### src/rtl/perf_pkg.sv
// rtl/perf_pkg.sv - shared types and sizing helpers for the perf counter bank
package perf_pkg;

    typedef enum logic {
        RD_LIVE     = 1'b0,
        RD_SNAPSHOT = 1'b1
    } rd_src_e;

    function automatic longint unsigned counter_max(input int width);
        return (64'd1 << width) - 64'd1;
    endfunction

    function automatic int idx_width(input int n);
        return (n > 2) ? $clog2(n) : 1;
    endfunction

endpackage

### src/rtl/perf_counter_cell.sv
// rtl/perf_counter_cell.sv - one live counter with its snapshot register and sticky overflow
module perf_counter_cell
    import perf_pkg::*;
#(
    parameter int WIDTH    = 32,
    parameter int SATURATE = 0
) (
    input  logic             clk,
    input  logic             rst_n,
    input  logic             inc,
    input  logic             clear,
    input  logic             snapshot,
    output logic [WIDTH-1:0] count,
    output logic [WIDTH-1:0] snap,
    output logic             overflow
);

    localparam logic [WIDTH-1:0] MAX = WIDTH'(counter_max(WIDTH));

    always_ff @(posedge clk or negedge rst_n) begin
        if (!rst_n) begin
            count    <= '0;
            snap     <= '0;
            overflow <= 1'b0;
        end else begin
            // Snapshot takes the pre-edge count, so snapshot+clear is an atomic read-and-reset.
            if (snapshot) begin
                snap <= count;
            end
            if (clear) begin
                count    <= '0;
                overflow <= 1'b0;
            end else if (inc) begin
                if (count == MAX) begin
                    overflow <= 1'b1;
                    if (SATURATE == 0) begin
                        count <= '0;
                    end
                end else begin
                    count <= count + 1'b1;
                end
            end
        end
    end

endmodule

### src/rtl/perf_counter_bank.sv
// rtl/perf_counter_bank.sv - bank of event counters with snapshot and a registered read port
module perf_counter_bank
    import perf_pkg::*;
#(
    parameter int NUM_COUNTERS  = 4,
    parameter int COUNTER_WIDTH = 32,
    parameter int SATURATE      = 0,
    localparam int IDX_W        = idx_width(NUM_COUNTERS)
) (
    input  logic                     clk,
    input  logic                     rst_n,
    input  logic                     enable,
    input  logic [NUM_COUNTERS-1:0]  events,
    input  logic                     clear,
    input  logic                     snapshot,
    input  logic                     rd_en,
    input  logic [IDX_W-1:0]         rd_idx,
    input  logic                     rd_src,
    output logic                     rd_valid,
    output logic [COUNTER_WIDTH-1:0] rd_data,
    output logic [NUM_COUNTERS-1:0]  overflow
);

    localparam logic [IDX_W:0] NUM_L = (IDX_W + 1)'(NUM_COUNTERS);

    logic [COUNTER_WIDTH-1:0] live_cnt [NUM_COUNTERS];
    logic [COUNTER_WIDTH-1:0] snap_cnt [NUM_COUNTERS];
    logic [COUNTER_WIDTH-1:0] rd_next;

    for (genvar i = 0; i < NUM_COUNTERS; i++) begin : gen_cell
        perf_counter_cell #(
            .WIDTH    (COUNTER_WIDTH),
            .SATURATE (SATURATE)
        ) u_cell (
            .clk      (clk),
            .rst_n    (rst_n),
            .inc      (enable & events[i]),
            .clear    (clear),
            .snapshot (snapshot),
            .count    (live_cnt[i]),
            .snap     (snap_cnt[i]),
            .overflow (overflow[i])
        );
    end

    // Out-of-range indices read as zero rather than aliasing onto a real channel.
    always_comb begin
        rd_next = '0;
        if ({1'b0, rd_idx} < NUM_L) begin
            if (rd_src_e'(rd_src) == RD_SNAPSHOT) begin
                rd_next = snap_cnt[rd_idx];
            end else begin
                rd_next = live_cnt[rd_idx];
            end
        end
    end

    always_ff @(posedge clk or negedge rst_n) begin
        if (!rst_n) begin
            rd_valid <= 1'b0;
            rd_data  <= '0;
        end else begin
            rd_valid <= rd_en;
            if (rd_en) begin
                rd_data <= rd_next;
            end
        end
    end

endmodule

### config.mk
export PLATFORM = sky130hd
export DESIGN_NAME = perf_counter_bank
export DESIGN_NICKNAME = d
export VERILOG_FILES = /design/src/rtl/perf_pkg.sv /design/src/rtl/perf_counter_cell.sv /design/src/rtl/perf_counter_bank.sv
export SDC_FILE = /design/constraint.sdc
export NUM_CORES = 1
export LEC_CHECK = 0
export ABC_CLOCK_PERIOD_IN_PS = 5380
export BUFFER_PORTS_ARGS = -buffer_cell sky130_fd_sc_hd__buf_2
export CORE_AREA = 5 5 197 199
export CTS_CLUSTER_SIZE = 20
export DETAILED_ROUTE_END_ITERATION = 8
export DIE_AREA = 0 0 202 204
export MAX_ROUTING_LAYER = met4
export SETUP_SLACK_MARGIN = 0.3
export SLEW_MARGIN = 10
export SYNTH_ARGS = -nofsm -noshare
export SYNTH_HDL_FRONTEND = slang
export SYNTH_SLANG_ARGS = --single-unit
### constraint.sdc
create_clock -name clk -period 5.38 [get_ports clk]
set_input_delay 0.807 -clock clk [delete_from_list [all_inputs] [get_ports clk]]
set_output_delay 0.807 -clock clk [all_outputs]
set_load 0.1 [all_outputs]
; Word level (Yosys, flattened, before mapping)
; Index checks and enable logic that the tools add are counted.
[word_totals]
regBits = 293
latchBits = 0
mem_bits_rw = 0
romBits = 0
output_inout_bits = 37
n_memories = 0
[op_classes]
n_addsub = 4
mul = 0
div = 0
n_lt_le_gt_ge = 1
eq_ne = 4
shifts = 0
muxes = 31
bitwise_logic = 5
n_reduce_logical = 12
[ops]
columns = op, n
row1 = $mux 32, 17
row2 = $add 32x1->32 const B, 4
row3 = $bmux 32 s2, 2
row4 = $eq 32x32->1 const B, 4
row5 = $reduce_bool 2->1, 8
row6 = $mux 1, 12
row7 = $reduce_and 2->1, 4
row8 = $and 1x1->1, 4
row9 = $ge 3x3->1 const B, 1
row10 = $not 2->3, 1

; Logic depth before layout (Yosys ltp)
; Gate-level depths: netlist (run 1).
[depth]
ltp_word = 5
ltp_mapped = 8

; Hierarchy
; Synthesis (run 1) repeated with hierarchy kept, for this count alone.
[hier_totals]
cells_unflattened = 1383
area_unflattened_um2 = 15422.3
[modules_own_cells]
columns = mod, instances, cells_each, area_each_um2, seq_area_each_um2
row1 = perf_counter_cell, 4, 253, 2967.8, 1626.6
row2 = perf_counter_bank, 1, 371, 3550.9, 825.8

; Least setup slack after synthesis (run 1)
; No wires, ideal clock.
[synth_path]
path_type = input to register
startpoint = in rd_idx[0]
endpoint = reg rd_data[10]
arrival_ns = 2.253
required_ns = 5.243
setup_slack_ns = 2.990
stages = 5
cell_sequence = clkbuf_1 buf_2 mux4_1 mux2i_1 a21oi_1
[synth_via]
elab_chain_len = 5
word_cells_on_any_way = 8
cone_classes = mux: 7 / bitwise: 1
[synth_rtl]
columns = element, line_no
row1 = start: declaration, perf_counter_bank.sv:17  ; input logic [IDX_W-1:0] rd_idx,
row2 = $not 2->3 (implied by the code) (*), "perf_counter_bank.sv:51, perf_counter_bank.sv:53"
row3 = $bmux 32 s2 (on tied branches), "perf_counter_bank.sv:53, perf_counter_bank.sv:51"
row4 = $mux 32 (on tied branches) (2 in series), "perf_counter_bank.sv:53, perf_counter_bank.sv:51"
row5 = $mux 32 (*), perf_counter_bank.sv:50  ; if (rd_src_e'(rd_src) == RD_SNAPSHOT) begin
row6 = end signal: assignment, perf_counter_bank.sv:65  ; rd_data <= rd_next;
row7 = end: declaration, perf_counter_bank.sv:20  ; output logic [COUNTER_WIDTH-1:0] rd_data,
; Every way passes the cells marked *; elsewhere a longest branch is shown, timed or not. The select of a mux whose other input is x is not followed.
; A chain may end at the register's enable or synchronous reset.

; Final worst setup path (run 1)
[layout_path]
startpoint = reg gen_cell[1].u_cell.count[4]
endpoint = reg gen_cell[1].u_cell.count[15]
[layout_via]
elab_chain_len = 4
word_cells_on_any_way = 5
cone_classes = add/sub: 1 / eq/ne: 1 / mux: 3
[layout_rtl]
columns = element, line_no
row1 = start: declaration, perf_counter_cell.sv:13  ; output logic [WIDTH-1:0] count,
row2 = start signal: assignment, perf_counter_cell.sv:40  ; count <= count + 1'b1;
row3 = $add 32x1->32 or $eq 32x32->1 (tied branches), "perf_counter_cell.sv:40, perf_counter_cell.sv:34"
row4 = $mux 32 (*), perf_counter_cell.sv:34  ; if (count == MAX) begin
row5 = $mux 32 (*), perf_counter_cell.sv:33  ; end else if (inc) begin
row6 = $mux 32 (*), perf_counter_cell.sv:30  ; if (clear) begin
; Marks and branches as above.

==> key figures, run 1 <==
Critical path
  • CP max stage cell: o31ai_4
  • Reg2Reg Depth: 5
  • Startpoint types: flop
  • Worst EP required: 5.71 ns
  • FF-to-FF Start: gen_cell[1].u_cell.count[4]
  • Critical Path AT: 3.43 ns
  • CP top delay family: simple AND/OR/NAND/NOR gates
  • WP buf/inv: 0
  • CP Capture Type: flop
  • Critical Path Fanout Max: 28
  • Critical Setup Path Class: reg2reg
  • R2r endpoint: gen_cell[1].u_cell.count[15]
  • Crit path largest cell delay: 1.00 ns
  • Flop2flop setup slack: 2.28 ns
  • Cells along the critical path: nand4_1, nor4_4, nand4_2, o31ai_4, nor2_1

Clock network
  • Setup Fix Bufs, Post-CTS: 0
  • CTS H-tree lvls: 2
  • Num Clock Sinks: 293
  • TritonCTS Buffers: 35
  • Worst-path clk slew: 0.05 ns
  • Clk root buf: clkbuf_16
  • CTS tree: built
  • Hold-fix buffers, CTS: 0
  • Worst-Skew Late Latency: 0.51 ns
  • Buffer depth of the longest clock path: 3
  • Resized Gates After CTS: 0

Detailed routing
  • Final wirelength: 33900 µm
  • Drt wl/cell: 19.5 µm
  • DR pass1 iterations: 5
  • DRT antenna net count: 0
  • Initial DRC count: 689
  • Via count: 9458
  • # DRC: 0
  • Via density: 5.45

Die
  • Number of core rows: 71
  • I/O pin count: 50
  • Placeable Area: 37000 µm²
  • Starting Density: 39.1%
  • Die area: 41200 µm²
  • Die width: 202 µm
  • Die height: 204 µm

GRT
  • Gr ovfl total: 0
  • All-layer global routing usage: 17.2%
  • Initial antenna violation count: 0
  • Pin count of the biggest net entering global routing: 114
  • Vias in the first global route: 9642
  • First-pass GRT wire length: 55600 µm

STA
  • Setup TNS: 0 ns
  • Count of final setup violators: 0
  • Tmin final: 3.10 ns
  • Final Skew: 0.0136 ns
  • Slew headroom: 20.7%
  • Max-slew violations: 0
  • Period utilization: 57.6%
  • Maximum clock rate: 0.323 GHz
  • Hold Slack: 0.358 ns
  • Final Hold Vio Count: 0
  • Worst-Margin Slew: 1.19 ns
  • RSZ-0062 raised after global routing: false

Synth
  • Synth Area in Compound Gates: 2.35%
  • Post-Synth XOR/XNOR Area: 7.07%
  • Yosys top cell by area: dfrtp_1
  • Mux share of post-synthesis cell area: 22.1%
  • Gate Count Post-Synth: 1209
  • Top FF cell, synth: dfrtp_1
  • Syn avg cell area: 12.0 µm²
  • Synth top area cells: dfrtp_1 51%, mux2_2 9.9%, mux4_2 9.8%, nor2_1 4.7%, xor2_1 4.6%
  • Synth top cells by count: 293 x dfrtp_1, 181 x nor2_1, 128 x mux2_2
  • Adder-cell area share of the yosys netlist: 0.345%
  • Post-Synth Simple-Gate Area: 14.5%
  • Asr flop ratio synth: 100%
  • EDFF count, synth: 0
  • Syn_nets: 1226
  • Largest family of logic cells by synthesized area: multiplexers
  • Synth Register Bits: 293
  • Post-synth top area share: 50.6%
  • Post-synthesis sequential area ratio: 50.6%
  • Distinct cell type count of the synthesized netlist: 48
  • Count leader, synth: dfrtp_1
  • Syn. warnings: 0
  • Post-synthesis cell area: 14500 µm²

Run
  • Max cap viols: 0

Power
  • PwrDens: 308 nW/µm²
  • Clock group share of total power: 47.9%
  • Sw Ratio: 23.9%
  • Leakage: 7.27 nW
  • Cell Int Power: 0.00382 W
  • Worst vdd ir: 0.180 mV
  • Power consumption: 0.00502 W
  • Sequential share of power: 44.7%
  • Combinational group share of total power: 7.4%
  • Switching power: 0.00120 W

Layout
  • P&R area growth vs syn: 12.4%
  • Final Cell Area: 16300 µm²
  • Layout Nets: 1256
  • N_diodes: 0
  • Fill count: 3390
  • Share of layout cells above drive strength 1: 25.9%

Place
  • RePlAce Congestion: 0.824
  • Port Buffers: 49
  • HPWL after DPL: 22900 µm
  • Placed inst area: 15100 µm²

Run status
  • Status: finished, final reports clean

Worst hold path
  • Min-delay worst type: in2async
-- state kept, by name (all words and copies together) (netlist names) --
name and count:
rd_valid 1, gen_cell.u_cell.count 128, rd_data 32, gen_cell.u_cell.snap 128, gen_cell.u_cell.overflow 4
-- metrics by stage --
step | instances | util (%) | setup WS, ns
after floorplan | 1209 | - | 2.99
after global placement | 1676 | 40.8 | 2.32
after detailed placement | 1676 | 40.8 | 2.27
after CTS | 1737 | 44.0 | 2.26
after global routing | 1737 | 44.0 | 2.01
final | 1737 | 44.0 | 2.28
-- layer usage --
layer / part of all wire (%) / GRT usage (%) / vias up
met3: 3.5 / 2.38 / 40
met5: 0 / - / -
met2: 47 / 26.6 / 148
li1: - / - / 4380
met4: 1.4 / 3.44 / 0
met1: 49 / 24.6 / 4890
-- worst reg2reg max path, stage by stage, from the launching register on --
cell and delay [ns]:
dfrtp_1 0.50, nand4_1 0.33, nor4_4 0.69, nand4_2 0.28, o31ai_4 1.00, nor2_1 0.13
-- cells by family after synthesis --
family	count (synthesis)
xor+xnor	117
simple gates	426
fa+ha+maj	4
mux	224
buf+inv	86
compound gates	59
flops	293
-- cell usage in the layout, fill, tap and decap left out, types with 17 or more instances in the layout --
cell type | synthesis | routed
xnor2_1 | 41 | 41
mux2i_1 | 32 | 32
nor2_1 | 181 | 181
mux2_2 | 128 | 128
nand4_1 | 56 | 56
dfrtp_1 | 293 | 293
buf_2 | 11 | 46
nand3_1 | 47 | 47
mux4_2 | 63 | 63
nor3_1 | 21 | 21
clkbuf_16 | 0 | 37
inv_1 | 17 | 17
a21oi_1 | 48 | 48
nand2_1 | 60 | 60
xor2_1 | 76 | 76
-- power groups by stage --
stage	registers, W	clock network (W)	logic [W]
2_1_floorplan	0.00241	0	0.000138
3_3_place_gp	0.00229	0	0.000376
3_5_place_dp	0.00229	0	0.000378
4_1_cts	0.00225	0.00247	0.000378
5_1_grt	0.00225	0.00255	0.000398
6_report	0.00225	0.00241	0.000372
-- worst max-delay path by stage --
stage / startpoint / end / slack [ns] / cells past startpoint
2_1_floorplan: rd_idx[0] / rd_data[10] / 2.99 / 5
3_3_place_gp: rd_idx[0] / rd_data[27] / 2.32 / 5
3_5_place_dp: gen_cell[1].u_cell.count[4] / gen_cell[1].u_cell.count[13] / 2.27 / 5
4_1_cts: gen_cell[1].u_cell.count[4] / gen_cell[1].u_cell.count[13] / 2.26 / 5
5_1_grt: gen_cell[1].u_cell.count[4] / gen_cell[1].u_cell.count[7] / 2.01 / 5
6_report: gen_cell[1].u_cell.count[4] / gen_cell[1].u_cell.count[15] / 2.28 / 5
-- final cells by class --
type / count / area (µm²) / share of cell area [%]
clock buffers: 58 / 1120 / 6.90
clock inverters: 3 / 65.1 / 0.399
inverters: 17 / 63.8 / 0.392
multi-input cells: 830 / 6730 / 41.3
flip-flops and latches: 293 / 7330 / 45.0
well taps: 474 / 593 / 3.64
repair buffers: 62 / 383 / 2.35
No activity file was read; power rests on OpenSTA's default activity.
==> run 2: changes to the inputs <==
ABC_CLOCK_PERIOD_IN_PS = 2700   (was 5380)
clock period = 2.7 ns   (was 5.38 ns; I/O delays follow)
==> run 2 against run 1 <==
Net effect:
- sequential cell count stayed put
- via count is 2.3% higher
- worst setup slack worse by 1.8 ns
- cell count is 2.0% higher
- count of clock-buffer cells in the layout is 11 lower
- die area stayed put
- routed wire length is 1.7% higher
- register-to-register slack worse by 1.8 ns
- critical path type unchanged
- largest cell class unchanged
- largest power group unchanged
==> key figures, run 2 (same netlist as run 1, synthesis figures left out) <==
Detailed routing
  • Final wirelength: 34500 µm
  • Routed wl met2: 15900 µm
  • Wl on met1: 16500 µm
  • DRT antenna net count: 0
  • Highest Signal Layer: met4
  • # DRC: 0
  • Initial DRC count: 636
  • Via density: 5.46
  • Drt wl/cell: 19.5 µm
  • Via count: 9675
  • DR pass1 iterations: 5
  • Met3 WL: 1470 µm

STA
  • Setup TNS: 0 ns
  • Period utilization: 82.2%
  • Max-slew violations: 0
  • Worst-Margin Slew: 0.741 ns
  • Slew headroom: 50.6%
  • Tmin final: 2.22 ns
  • Final Hold Vio Count: 0
  • Final Skew: 0.0204 ns
  • RSZ-0062 raised after global routing: false
  • Maximum clock rate: 0.450 GHz
  • Count of final setup violators: 0

Die
  • Placeable Area: 37000 µm²
  • Die height: 204 µm
  • Die area: 41200 µm²
  • Die width: 202 µm
  • Number of core rows: 71
  • I/O pin count: 50
  • Starting Density: 39.1%

Clock network
  • Clk root buf: clkbuf_16
  • TritonCTS Buffers: 34
  • Worst-path clk slew: 0.06 ns
  • CTS tree: built
  • Worst-Skew Late Latency: 0.51 ns
  • CTS H-tree lvls: 2
  • Setup Fix Bufs, Post-CTS: 0
  • Buffer depth of the longest clock path: 3
  • Num Clock Sinks: 293

Critical path
  • Worst EP required: 3.08 ns
  • Critical Setup Path Class: reg2reg
  • Cells along the critical path: and4_1, nand4_1, nor4_4, a21o_4, nor2_1
  • Crit path largest cell delay: 0.51 ns
  • CP max stage cell: nor4_4
  • Critical Path Fanout Max: 15
  • Critical Path AT: 2.60 ns
  • Startpoint types: flop
  • CP Capture Type: flop

Place
  • RePlAce Congestion: 0.860
  • HPWL after DPL: 23500 µm
  • Port Buffers: 49

Layout
  • P&R area growth vs syn: 14.9%
  • Leading cell types in the layout, fill and taps excluded: 293 x dfrtp_1, 181 x nor2_1, 128 x mux2_2
  • Share of layout cells above drive strength 1: 28.1%
  • Area occupied by multi-input gates: 6750 µm²
  • Top Registers: gen_cell.u_cell.count x128, gen_cell.u_cell.snap x128, rd_data x32
  • Layout Nets: 1294
  • Register area: 7330 µm²
  • N_diodes: 0
  • Fill count: 3340
  • Commonest non-fill, non-tap cell in the layout: dfrtp_1

GRT
  • Pin count of the biggest net entering global routing: 129
  • Gr ovfl total: 0
  • Vias in the first global route: 9695
  • Initial antenna violation count: 0
  • All-layer global routing usage: 17.5%
  • First-pass GRT wire length: 56200 µm

Run status
  • Status: finished, final reports clean

Power
  • Leakage: 7.50 nW
  • Worst vdd ir: 0.337 mV
  • Power consumption: 0.0100 W
  • PwrDens: 600 nW/µm²

Run
  • Max cap viols: 0

Worst hold path
  • Min-delay worst type: in2reg
## run 2: path summary, 6_finish.rpt
path	to	startpoint	slack (ns)	cells past startpoint
max	gen_cell[3].u_cell.count[24]	gen_cell[3].u_cell.count[16]	0.48	5
min	gen_cell[0].u_cell.count[1]	events[0]	0.23	3
max reg2reg	gen_cell[3].u_cell.count[24]	gen_cell[3].u_cell.count[16]	0.48	5
min reg2reg	gen_cell[0].u_cell.overflow	gen_cell[0].u_cell.overflow	0.49	1
max in group asynchronous	rd_valid	rst_n	1.36	3
min in group asynchronous	gen_cell[1].u_cell.snap[6]	rst_n	0.45	2
## run 2: final cells by class
cell class                 instances  share of cell area, %
sequential                       293                   44.0
multi-input combinational        831                   40.5
clock buffer                      47                   6.01
timing repair buffer             100                   4.63
tap                              474                   3.56
clock inverter                     9                  0.894
inverter                          17                  0.383
## run 2: critical path, delay by kind of cell (launching register included)
kind | cells | cell delay [ns]
flops | 1 | 0.48
simple gates | 4 | 1.28
compound gates | 1 | 0.32
## run 2: timing repair
item	in CTS	in global routing
hold endpoints to repair	63	0
endpoints found under the setup margin	0	30
hold buffers	1	0
gates resized for setup	0	1
## run 2: report_power, final
group          internal, W  switching [W]  total [W]
logic             0.000186       0.000592   0.000778
clock network      0.00296        0.00179    0.00475
registers          0.00444      0.0000311    0.00447
total              0.00758        0.00242     0.0100
## run 2: per-layer routing
layer,vias to the layer above,GRT usage [%]
met5,-,-
met2,215,27.0
met4,0,3.71
met1,4963,25.0
met3,49,2.54
li1,4448,-
## run 2: stage by stage
| step | setup WS [ns] | std cells | area (µm²) | util, % | hold WS (ns) |
|---|---|---|---|---|---|
| 4_1_cts | 0.374 | 1770 | 16600 | 44.9 | 0.203 |
| 3_3_place_gp | 0.471 | 1713 | 15500 | 41.8 | 0.419 |
| 6_report | 0.479 | 1771 | 16700 | 45.0 | 0.230 |
| 5_1_grt | 0.303 | 1771 | 16700 | 45.0 | 0.234 |
| 3_5_place_dp | 0.391 | 1713 | 15500 | 41.8 | 0.418 |
| 2_1_floorplan | 0.712 | 1209 | 14500 | - | 0.109 |
==> run 3: changes to the inputs <==
ABC_CLOCK_PERIOD_IN_PS = 1830   (was 2700)
clock period = 1.83 ns   (was 2.7 ns; I/O delays follow)
==> run 3 against run 2 <==
Net effect:
- the flow now finishes with violations (negative setup slack)
- clock skew fell by 0.0036 ns
- register-to-register slack got worse by 0.60 ns
- first-iteration DRC count fell by 1.7%
- utilization rose by 8.2 points
- die area did not move
- worst setup slack got worse by 0.60 ns
- sequential power rose by 47%
- sequential share of layout area fell by 6.8 points
- fmax rose by 14%
- count of clock-buffer cells in the layout rose by 5
- routed wire length rose by 12%
- hold slack got worse by 0.18 ns
- critical path type unchanged
==> key figures, run 3 (same netlist as run 1, synthesis figures left out) <==
Detailed routing
  • Final wirelength: 38800 µm
  • DR pass1 iterations: 5
  • # DRC: 0
  • Initial DRC count: 625
  • Via count: 10.6k
  • Via density: 5.38
  • DRT antenna net count: 0
  • Drt wl/cell: 19.7 µm

Die
  • Die width: 202 µm
  • Die height: 204 µm
  • Die area: 41200 µm²
  • Number of core rows: 71
  • Starting Density: 39.1%
  • I/O pin count: 50
  • Placeable Area: 37000 µm²

GRT
  • Gr ovfl total: 0
  • All-layer global routing usage: 19.4%
  • First-pass GRT wire length: 61600 µm
  • Pin count of the biggest net entering global routing: 78
  • Vias in the first global route: 10.8k
  • Initial antenna violation count: 0

Layout
  • Non-Filler Instances: 1974
  • Share of layout cells above drive strength 1: 47.6%
  • Layout Nets: 1495
  • Final Cell Area: 19700 µm²
  • Register area: 7340 µm²
  • N_diodes: 0
  • Commonest non-fill, non-tap cell in the layout: dfrtp_1
  • Top Registers: gen_cell.u_cell.count x128, gen_cell.u_cell.snap x128, rd_data x32
  • Leading cell types in the layout, fill and taps excluded: 290 x dfrtp_1, 231 x buf_4, 128 x mux2_2
  • Fill count: 3061
  • Area occupied by multi-input gates: 7730 µm²
  • P&R area growth vs syn: 35.8%

STA
  • Max-slew violations: 0
  • Maximum clock rate: 0.513 GHz
  • Count of final setup violators: 75
  • Final Skew: 0.0168 ns
  • Tmin final: 1.95 ns
  • Slack of the critical path: -0.118 ns
  • Final Hold Vio Count: 0
  • Slew headroom: 49.3%
  • RSZ-0062 raised after global routing: true
  • Period utilization: 106%
  • Worst-Margin Slew: 0.761 ns

Clock network
  • CTS H-tree lvls: 2
  • CTS tree: built
  • Buffer depth of the longest clock path: 3
  • Clk root buf: clkbuf_16
  • Worst-path clk slew: 0.06 ns
  • Worst-Skew Late Latency: 0.52 ns
  • Num Clock Sinks: 293
  • TritonCTS Buffers: 35

Run status
  • Failing checks: negative setup slack
  • Status: finished with violations

Critical path
  • Cells along the critical path: nand4_1, nor4_4, nand4_2, o31ai_4, buf_6, buf_12, nor2_1
  • Critical Path AT: 2.35 ns
  • Worst EP required: 2.24 ns
  • Startpoint types: flop
  • Critical Setup Path Class: reg2reg
  • CP max stage cell: nor4_4
  • CP Capture Type: flop
  • WP buf/inv: 2
  • CP top delay family: simple AND/OR/NAND/NOR gates
  • Crit path largest cell delay: 0.36 ns
  • Critical Path Fanout Max: 7

Power
  • PwrDens: 759 nW/µm²
  • Power consumption: 0.0149 W
  • Worst vdd ir: 0.496 mV
  • Leakage: 8.72 nW

Worst hold path
  • Min-delay worst type: in2reg

Place
  • Post-Place Cells: 1857
  • RePlAce Congestion: 0.858
  • Placed inst area: 16800 µm²
  • Port Buffers: 49
  • HPWL after DPL: 25400 µm

Run
  • Max cap viols: 0
## run 3: cell type report
| type | count | share of cell area, % |
|---|---|---|
| sequential | 293 | 37.3 |
| clock inverter | 7 | 0.578 |
| timing repair buffer | 300 | 14.4 |
| clock buffer | 52 | 5.13 |
| inverter | 17 | 0.343 |
| multi-input combinational | 831 | 39.3 |
| tap | 474 | 3.01 |
## run 3: worst register-to-register path, delay by kind of cell (launching register included)
kind / cells / cell delay (ns)
buffers and inverters: 2 / 0.35
DFF: 1 / 0.34
and+or+nand+nor: 4 / 0.87
AOI/OAI and AO/OA: 1 / 0.28
## run 3: stage by stage
step | hold WS [ns] | utilization [%] | setup TNS (ns) | setup WS (ns)
floorplan | -0.0211 | - | -0.750 | -0.0375
global placement | 0.208 | 45.3 | -1.24 | -0.114
detailed placement | 0.211 | 45.3 | -2.77 | -0.147
CTS | 0.0421 | 51.5 | -1.68 | -0.0577
global route | 0.0580 | 53.1 | -11.70 | -0.182
finish | 0.0542 | 53.1 | -4.96 | -0.118
## run 3: per-layer routing
metal,track usage (%),up-vias,routed length [µm]
met4,6.27,0,1150
met1,26.5,5464,17600
li1,-,4855,-
met3,3.06,76,1670
met2,29.9,229,18400
met5,-,-,0
## run 3: path summary, 6_finish.rpt
path / from / cells after the start / slack [ns] / endpoint
worst max register to register: gen_cell[1].u_cell.count[8] / 7 / -0.12 / gen_cell[1].u_cell.count[28]
max in group asynchronous: rst_n / 3 / 0.88 / gen_cell[2].u_cell.count[30]
worst min-delay path: clear / 3 / 0.05 / gen_cell[3].u_cell.overflow
worst max-delay path: gen_cell[1].u_cell.count[8] / 7 / -0.12 / gen_cell[1].u_cell.count[28]
worst min register to register: gen_cell[0].u_cell.overflow / 1 / 0.50 / gen_cell[0].u_cell.overflow
min in group asynchronous: rst_n / 2 / 0.26 / rd_data[2]
## run 3: power breakdown
part / total [W] / switching, W / internal [W]
clock: 0.00692 / 0.00270 / 0.00422
sequential: 0.00659 / 0.0000402 / 0.00655
combinational: 0.00143 / 0.000980 / 0.000453
total: 0.0149 / 0.00372 / 0.0112
## run 3: what timing repair did
action                                 in CTS  in global routing
pin swaps                                  63                 42
setup endpoints to repair                 167                135
endpoints found under the hold margin      38                  0
buffers inserted                           31                 17
hold buffers                                1                  0
cloned                                      9                  0
resized for setup                         196                106
